$ cat config.mk
export PLATFORM = sky130hd
export DESIGN_NAME = ram_req_adapter_flat
export DESIGN_NICKNAME = d
export VERILOG_FILES = /design/src/rtl/ram_req_adapter_if.sv /design/src/rtl/ram_req_adapter.sv /design/src/flat_wrapper.sv
export SDC_FILE = /design/constraint.sdc
export NUM_CORES = 1
export LEC_CHECK = 0
export CAP_MARGIN = 20
export CORE_AREA = 2 2 133 135
export CTS_BUF_LIST = sky130_fd_sc_hd__clkbuf_8
export DETAILED_ROUTE_END_ITERATION = 10
export DIE_AREA = 0 0 135 137
export PLACE_DENSITY = 0.8
export RECOVER_POWER = 50
export SYNTH_ARGS = -nofsm -noshare
export SYNTH_HDL_FRONTEND = slang
export SYNTH_SLANG_ARGS = --single-unit
$ cat constraint.sdc
create_clock -name clk -period 13.4 [get_ports clk]
set_input_delay 2.68 -clock clk [delete_from_list [all_inputs] [get_ports clk]]
set_output_delay 2.68 -clock clk [all_outputs]
set_load 0.02 [all_outputs]
$ cat src/rtl/ram_req_adapter_if.sv
// Bundle of request, completion, response and RAM-side signals for
// ram_req_adapter. The slave modport is the adapter's view; the master
// modport is the requester plus the RAM it drives.
interface ram_req_adapter_if #(
  parameter int AW = 16
);
  // write request channel
  logic          i_wr_valid;
  logic          o_wr_ready;
  logic [AW-1:0] i_wr_addr;
  logic [63:0]   i_wr_data;
  logic [7:0]    i_wr_strb;
  // write completion pulses
  logic          o_wr_ack;
  logic          o_wr_err;
  // read request channel
  logic          i_rd_valid;
  logic          o_rd_ready;
  logic [AW-1:0] i_rd_addr;
  // read response channel
  logic          o_rd_valid;
  logic          i_rd_ready;
  logic [63:0]   o_rd_data;
  logic          o_rd_err;
  // RAM port (byte enables, 1-cycle registered read)
  logic [7:0]    o_ram_we;
  logic [63:0]   o_ram_din;
  logic [AW-1:0] o_ram_waddr;
  logic [AW-1:0] o_ram_raddr;
  logic [63:0]   i_ram_dout;

  modport slave (
    input  i_wr_valid, i_wr_addr, i_wr_data, i_wr_strb,
    output o_wr_ready, o_wr_ack, o_wr_err,
    input  i_rd_valid, i_rd_addr, i_rd_ready,
    output o_rd_ready, o_rd_valid, o_rd_data, o_rd_err,
    output o_ram_we, o_ram_din, o_ram_waddr, o_ram_raddr,
    input  i_ram_dout
  );

  modport master (
    output i_wr_valid, i_wr_addr, i_wr_data, i_wr_strb,
    input  o_wr_ready, o_wr_ack, o_wr_err,
    output i_rd_valid, i_rd_addr, i_rd_ready,
    input  o_rd_ready, o_rd_valid, o_rd_data, o_rd_err,
    input  o_ram_we, o_ram_din, o_ram_waddr, o_ram_raddr,
    output i_ram_dout
  );
endinterface

$ cat src/rtl/ram_req_adapter.sv
// ram_req_adapter: valid/ready write and read channels onto a 64-bit RAM
// with byte enables and a registered read. Writes complete with a one-cycle
// ack pulse; read data lands in a 2-entry in-order response FIFO.
// Optional: define RAM_REQ_ADAPTER_ADDR_CHECK_EN to reject addr >= SIZE
// (write is dropped with o_wr_err, read returns zero data with o_rd_err).
module ram_req_adapter #(
  parameter int SIZE = 65536
) (
  input  logic             clk,
  input  logic             rst_n,
  ram_req_adapter_if.slave bus
);
  localparam int AW = $clog2(SIZE);

  logic            wr_fire;
  logic            rd_fire;
  logic            hazard;
  logic            pop;
  logic            push;
  logic            wr_oob;
  logic            rd_oob;
  logic            inflight;   // read accepted last cycle, RAM data valid now
  logic            ack_q;
  logic [1:0]      cnt;
  logic [1:0]      occ;
  logic            wptr;
  logic            rptr;
  logic [1:0][63:0] fifo_d;
  logic [63:0]     cap_d;

`ifdef RAM_REQ_ADAPTER_ADDR_CHECK_EN
  localparam logic [31:0] SIZE_U = 32'(SIZE);

  logic       inflight_err;
  logic [1:0] fifo_e;
  logic       wr_err_q;

  assign wr_oob = {{(32-AW){1'b0}}, bus.i_wr_addr} >= SIZE_U;
  assign rd_oob = {{(32-AW){1'b0}}, bus.i_rd_addr} >= SIZE_U;
  // out-of-range reads never touch the RAM, so their data is forced to zero
  assign cap_d  = inflight_err ? '0 : bus.i_ram_dout;

  // error side-band travels alongside the read pipeline and FIFO
  always_ff @(posedge clk) begin
    if (!rst_n) begin
      inflight_err <= 1'b0;
      wr_err_q     <= 1'b0;
    end else begin
      inflight_err <= rd_fire && rd_oob;
      wr_err_q     <= wr_fire && wr_oob;
      if (push) fifo_e[wptr] <= inflight_err;
    end
  end

  assign bus.o_wr_err = rst_n && wr_err_q;
  assign bus.o_rd_err = bus.o_rd_valid && fifo_e[rptr];
`else
  assign wr_oob       = 1'b0;
  assign rd_oob       = 1'b0;
  assign cap_d        = bus.i_ram_dout;
  assign bus.o_wr_err = 1'b0;
  assign bus.o_rd_err = 1'b0;
`endif

  // write channel: always ready out of reset, RAM write is purely combinational
  assign bus.o_wr_ready  = rst_n;
  assign wr_fire         = bus.i_wr_valid && bus.o_wr_ready;
  assign bus.o_ram_we    = (wr_fire && !wr_oob) ? bus.i_wr_strb : 8'h00;
  assign bus.o_ram_din   = bus.i_wr_data;
  assign bus.o_ram_waddr = bus.i_wr_addr;
  assign bus.o_wr_ack    = rst_n && ack_q;

  // read-after-write to the same word in one cycle would read stale RAM data
  assign hazard = wr_fire && (bus.i_wr_strb != 8'h00) &&
                  (bus.i_wr_addr[AW-1:3] == bus.i_rd_addr[AW-1:3]);

  // occupancy counts in-flight reads so the FIFO can never overflow
  assign occ            = cnt + {1'b0, inflight};
  assign pop            = bus.o_rd_valid && bus.i_rd_ready;
  assign bus.o_rd_ready = rst_n && !hazard && ((occ < 2'd2) || pop);
  assign rd_fire        = bus.i_rd_valid && bus.o_rd_ready;
  assign bus.o_ram_raddr = rd_oob ? '0 : bus.i_rd_addr;
  assign push           = inflight;

  assign bus.o_rd_valid = rst_n && (cnt != 2'd0);
  assign bus.o_rd_data  = bus.o_rd_valid ? fifo_d[rptr] : 64'h0;

  // read pipeline, response FIFO and write-ack pulse
  always_ff @(posedge clk) begin
    if (!rst_n) begin
      inflight <= 1'b0;
      ack_q    <= 1'b0;
      cnt      <= 2'd0;
      wptr     <= 1'b0;
      rptr     <= 1'b0;
    end else begin
      inflight <= rd_fire;
      ack_q    <= wr_fire;
      if (push) begin
        fifo_d[wptr] <= cap_d;
        wptr         <= ~wptr;
      end
      if (pop) rptr <= ~rptr;
      cnt <= cnt + 2'(push) - 2'(pop);
    end
  end
endmodule
$ cat src/flat_wrapper.sv
// flat-port wrapper written by rule: the top's interface ports become plain ports
module ram_req_adapter_flat 
#(
  parameter int SIZE = 65536
)
  (clk, rst_n, bus_i_wr_valid, bus_i_wr_addr, bus_i_wr_data, bus_i_wr_strb, bus_o_wr_ready, bus_o_wr_ack, bus_o_wr_err, bus_i_rd_valid, bus_i_rd_addr, bus_i_rd_ready, bus_o_rd_ready, bus_o_rd_valid, bus_o_rd_data, bus_o_rd_err, bus_o_ram_we, bus_o_ram_din, bus_o_ram_waddr, bus_o_ram_raddr, bus_i_ram_dout);
  ram_req_adapter_if bus_i ();
  input  logic clk;
  input  logic rst_n;
  input wire logic [$bits(bus_i.i_wr_valid)-1:0] bus_i_wr_valid;
  input wire logic [$bits(bus_i.i_wr_addr)-1:0] bus_i_wr_addr;
  input wire logic [$bits(bus_i.i_wr_data)-1:0] bus_i_wr_data;
  input wire logic [$bits(bus_i.i_wr_strb)-1:0] bus_i_wr_strb;
  output wire logic [$bits(bus_i.o_wr_ready)-1:0] bus_o_wr_ready;
  output wire logic [$bits(bus_i.o_wr_ack)-1:0] bus_o_wr_ack;
  output wire logic [$bits(bus_i.o_wr_err)-1:0] bus_o_wr_err;
  input wire logic [$bits(bus_i.i_rd_valid)-1:0] bus_i_rd_valid;
  input wire logic [$bits(bus_i.i_rd_addr)-1:0] bus_i_rd_addr;
  input wire logic [$bits(bus_i.i_rd_ready)-1:0] bus_i_rd_ready;
  output wire logic [$bits(bus_i.o_rd_ready)-1:0] bus_o_rd_ready;
  output wire logic [$bits(bus_i.o_rd_valid)-1:0] bus_o_rd_valid;
  output wire logic [$bits(bus_i.o_rd_data)-1:0] bus_o_rd_data;
  output wire logic [$bits(bus_i.o_rd_err)-1:0] bus_o_rd_err;
  output wire logic [$bits(bus_i.o_ram_we)-1:0] bus_o_ram_we;
  output wire logic [$bits(bus_i.o_ram_din)-1:0] bus_o_ram_din;
  output wire logic [$bits(bus_i.o_ram_waddr)-1:0] bus_o_ram_waddr;
  output wire logic [$bits(bus_i.o_ram_raddr)-1:0] bus_o_ram_raddr;
  input wire logic [$bits(bus_i.i_ram_dout)-1:0] bus_i_ram_dout;
  assign bus_i.i_wr_valid = bus_i_wr_valid;
  assign bus_i.i_wr_addr = bus_i_wr_addr;
  assign bus_i.i_wr_data = bus_i_wr_data;
  assign bus_i.i_wr_strb = bus_i_wr_strb;
  assign bus_o_wr_ready = bus_i.o_wr_ready;
  assign bus_o_wr_ack = bus_i.o_wr_ack;
  assign bus_o_wr_err = bus_i.o_wr_err;
  assign bus_i.i_rd_valid = bus_i_rd_valid;
  assign bus_i.i_rd_addr = bus_i_rd_addr;
  assign bus_i.i_rd_ready = bus_i_rd_ready;
  assign bus_o_rd_ready = bus_i.o_rd_ready;
  assign bus_o_rd_valid = bus_i.o_rd_valid;
  assign bus_o_rd_data = bus_i.o_rd_data;
  assign bus_o_rd_err = bus_i.o_rd_err;
  assign bus_o_ram_we = bus_i.o_ram_we;
  assign bus_o_ram_din = bus_i.o_ram_din;
  assign bus_o_ram_waddr = bus_i.o_ram_waddr;
  assign bus_o_ram_raddr = bus_i.o_ram_raddr;
  assign bus_i.i_ram_dout = bus_i_ram_dout;
  ram_req_adapter #(.SIZE(SIZE)) u_core (.clk(clk), .rst_n(rst_n), .bus(bus_i));
endmodule
==> metrics.txt <==
status complete, but fails checks; failing checks max-capacitance violations, max-slew violations; Post-DRT Antenna Nets 0; switching share of power 26.57%; Final Max Slew Viols 161; Adder-Cell Fraction of Synth Area 0.4135%; CTS-repair resized insts 0; Root Buffer Master clkbuf_8; vias per cell 4.599; crit-path max cell delay 1.22 ns; Peak VDD IR 97.60 µV; port bufs 204; Yosys cell types 25; WS Path Type input port to output port; Fmax around 0.11 GHz; Final min period roughly 9 ns; Slew headroom -154.3%; Clock Latency Late Sink 0.43 ns; placed instance count around 750; CTS max path bufs 2; max cap viols 3; Int Pwr between 0.0007 and 0.0008 W; Setup TNS 0 ns; synthesized instance count around 430; DR WL/cell about 22 µm; hold endpoint u_core.wptr; post-synthesis simple-gate area fraction 7.029%; pin count of the biggest net entering global routing 65; die area 18,500 µm²; RSZ-0062 raised after global routing no; area grow syn2layout 31.32%; routability congestion estimate 1.029; vias in the first global route 3,842; CTS tree done; Worst R2R End u_core.cnt[1]; Initial Utilization between 30% and 40%; Synth Area in Compound Gates 0.4548%; gr usage total 18.19%; xor/xnor share of the synthesized area 2.315%; number of DRC markers in iteration 0 196; fin crit share around two thirds; final hold slack 0.6239 ns; CP Max Fanout 37; drc violations 0; r2r worst-path depth 6; DR pass1 iterations 4; post-synth top area cell edfxtp_1; power per cell area 121.3 nW/µm²; fillcell total 1,485; DIE WIDTH approximately 140 µm; Synth Register Bits 134; Leak 2.607 nW; hold path depth 2; Core Footprint 17,060 µm²; Crit-path slowest cell o21ai_0; FP Rows 48; count of final hold-check violations 0; CP startpoint kind input port; Psw 0.0002562 W; Tightest Hold Check Type flip-flop to flip-flop; reg-to-reg startpoint u_core.cnt[1]; mux contribution to synthesized area 10.59%; Synth area leaders edfxtp_1, buf_4, mux2i_1, nor2_1, dfxtp_1; Post-CTS Setup Bufs 0; clock-pin transition on the worst setup and hold timing paths approximately 0.070 ns; sequential power share 50.2%; vias 3,610; slew of the pin with the lowest slew margin 3.814 ns; Layout Cells excl Fill 785; Post-Syn Area a little over 6000 µm²; number of buffers inserted during clock tree synthesis 17; CTS Sinks 134; Post-Route WL 17,510 µm; GRT overflow 0; final setup fails 0; HPWL Detailed 13,120 µm; H-tree depth 4; Comb pwr share 19.2%; Synth top area share 63.51%; kind of end point of the critical path output port; first-pass GRT wire length 23,970 µm; CTS Hold Bufs 0; Nets 720; share of cells above drive strength 1 6.272%; worst endpoint data arrival time ~6.3 ns; Clk network pwr share 30.6%; main combinational cell family by area after synthesis buffers and inverters; register area share after synthesis 65.50%; CP required between 10 and 15 ns; I/O Pins 347; Yosys warning count 0; post-synthesis average cell area 14.04 µm²; CP cell instances dlygate4sd3_1 -> o21ai_0 -> buf_4 -> nor2_1 -> clkdlybuf4s50_1; clk_skew 0.008150 ns; flop-to-flop setup slack 9.15 ns; initial antenna violation count 5; Hold Startpoint u_core.inflight; die height 137 µm
-- cells by family (layout without fill, tap and decap cells) --
logic type	count (synthesis)	count (layout)
other	1	4
multiplexers	64	64
XOR/XNOR	16	16
buffers and inverters	117	243
AND/OR/NAND/NOR	94	94
adder cells (fa/ha/maj)	2	2
flip-flops	134	134
AO/OA/AOI/OAI	3	3
-- placed cells by master (no fill, tap or decap), types with 3 or more instances in the layout --
cell / instances
inv_1: 4
clkinv_1: 3
clkinv_2: 4
and2_1: 3
and3_1: 8
dfxtp_1: 5
mux2i_1: 64
nor2_1: 67
clkdlybuf4s50_1: 139
xnor2_1: 13
clkinv_4: 3
clkbuf_8: 17
xor2_1: 3
nand4_1: 3
edfxtp_1: 128
dlygate4sd3_1: 65
-- Yosys cell counts (all sizes together) --
library cell    n
nand4           3
dfxtp           6
ha              2
conb            1
nand2b          2
edfxtp        128
nor2b           2
mux2i          64
and2            4
o2111ai         1
nand2           2
nor2           68
and3            9
or4             2
nor4            1
buf           111
nor3b           1
clkbuf          3
xor2            3
inv             3
o21ai           1
a22oi           1
xnor2          13
-- power by group through the flow --
stage	logic (W)	clock network, W	registers [W]
finish	0.000186	0.000295	0.000484
global route	0.000196	0.000320	0.000485
CTS	0.000191	0.000305	0.000483
detailed placement	0.000189	0	0.000493
global placement	0.000186	0	0.000491
floorplan	0.000130	0	0.000487
-- stage by stage --
stage	power, W	utilization [%]	setup slack, ns	cell area, µm²
after floorplan	0.0006166	-	6.964	6056
after global placement	0.0006775	44.67	5.709	7619
after detailed placement	0.0006819	44.67	5.623	7619
after CTS	0.0009795	46.71	5.615	7968
after global routing	0.001002	46.58	4.056	7945
final	0.0009643	46.60	4.421	7948
-- sequential cells by signal (all words and copies together) (netlist names) --
name and cells:
u_core.inflight 1, u_core.cnt 2, u_core.rptr 1, u_core.wptr 1, u_core.fifo_d 128, u_core.ack_q 1
-- cell type report --
| class | count | area [µm²] | share of cell area [%] |
|---|---|---|---|
| diodes | 2 | 5.005 | 0.06297 |
| clock inverters | 15 | 115.1 | 1.448 |
| clock buffers | 17 | 234.0 | 2.944 |
| inverters | 3 | 11.26 | 0.1417 |
| flip-flops and latches | 134 | 3968 | 49.92 |
| multi-input cells | 181 | 1269 | 15.96 |
| repair buffers | 208 | 2064 | 25.98 |
| well taps | 225 | 281.5 | 3.542 |
-- per-layer routing --
layer | wire [µm] | track usage (%) | part of all wire [%] | vias to the layer above
met4 | 369 | 7.870 | 2.1 | 4
met5 | 22 | 0 | 0.13 | -
met1 | 5645 | 18.43 | 32 | 1730
met3 | 2116 | 9.519 | 12 | 33
li1 | - | - | - | 1645
met2 | 9356 | 31.39 | 53 | 198
-- how the worst max path moves through the flow --
stage | startpoint | end | cells past startpoint
finish | rst_n | bus_o_rd_data[46] | 5
detailed placement | rst_n | bus_o_rd_data[17] | 5
CTS | rst_n | bus_o_rd_data[17] | 5
global placement | rst_n | bus_o_rd_data[22] | 5
floorplan | bus_i_wr_strb[3] | bus_o_rd_ready | 4
global route | rst_n | bus_o_rd_data[46] | 5
-- worst max-delay path, delay by kind of cell --
family                 cells  cell delay [ns]
AO/OA/AOI/OAI              1             1.22
buffers and inverters      3             2.18
AND/OR/NAND/NOR            1             0.19
Power figures use the tool's default switching activity.
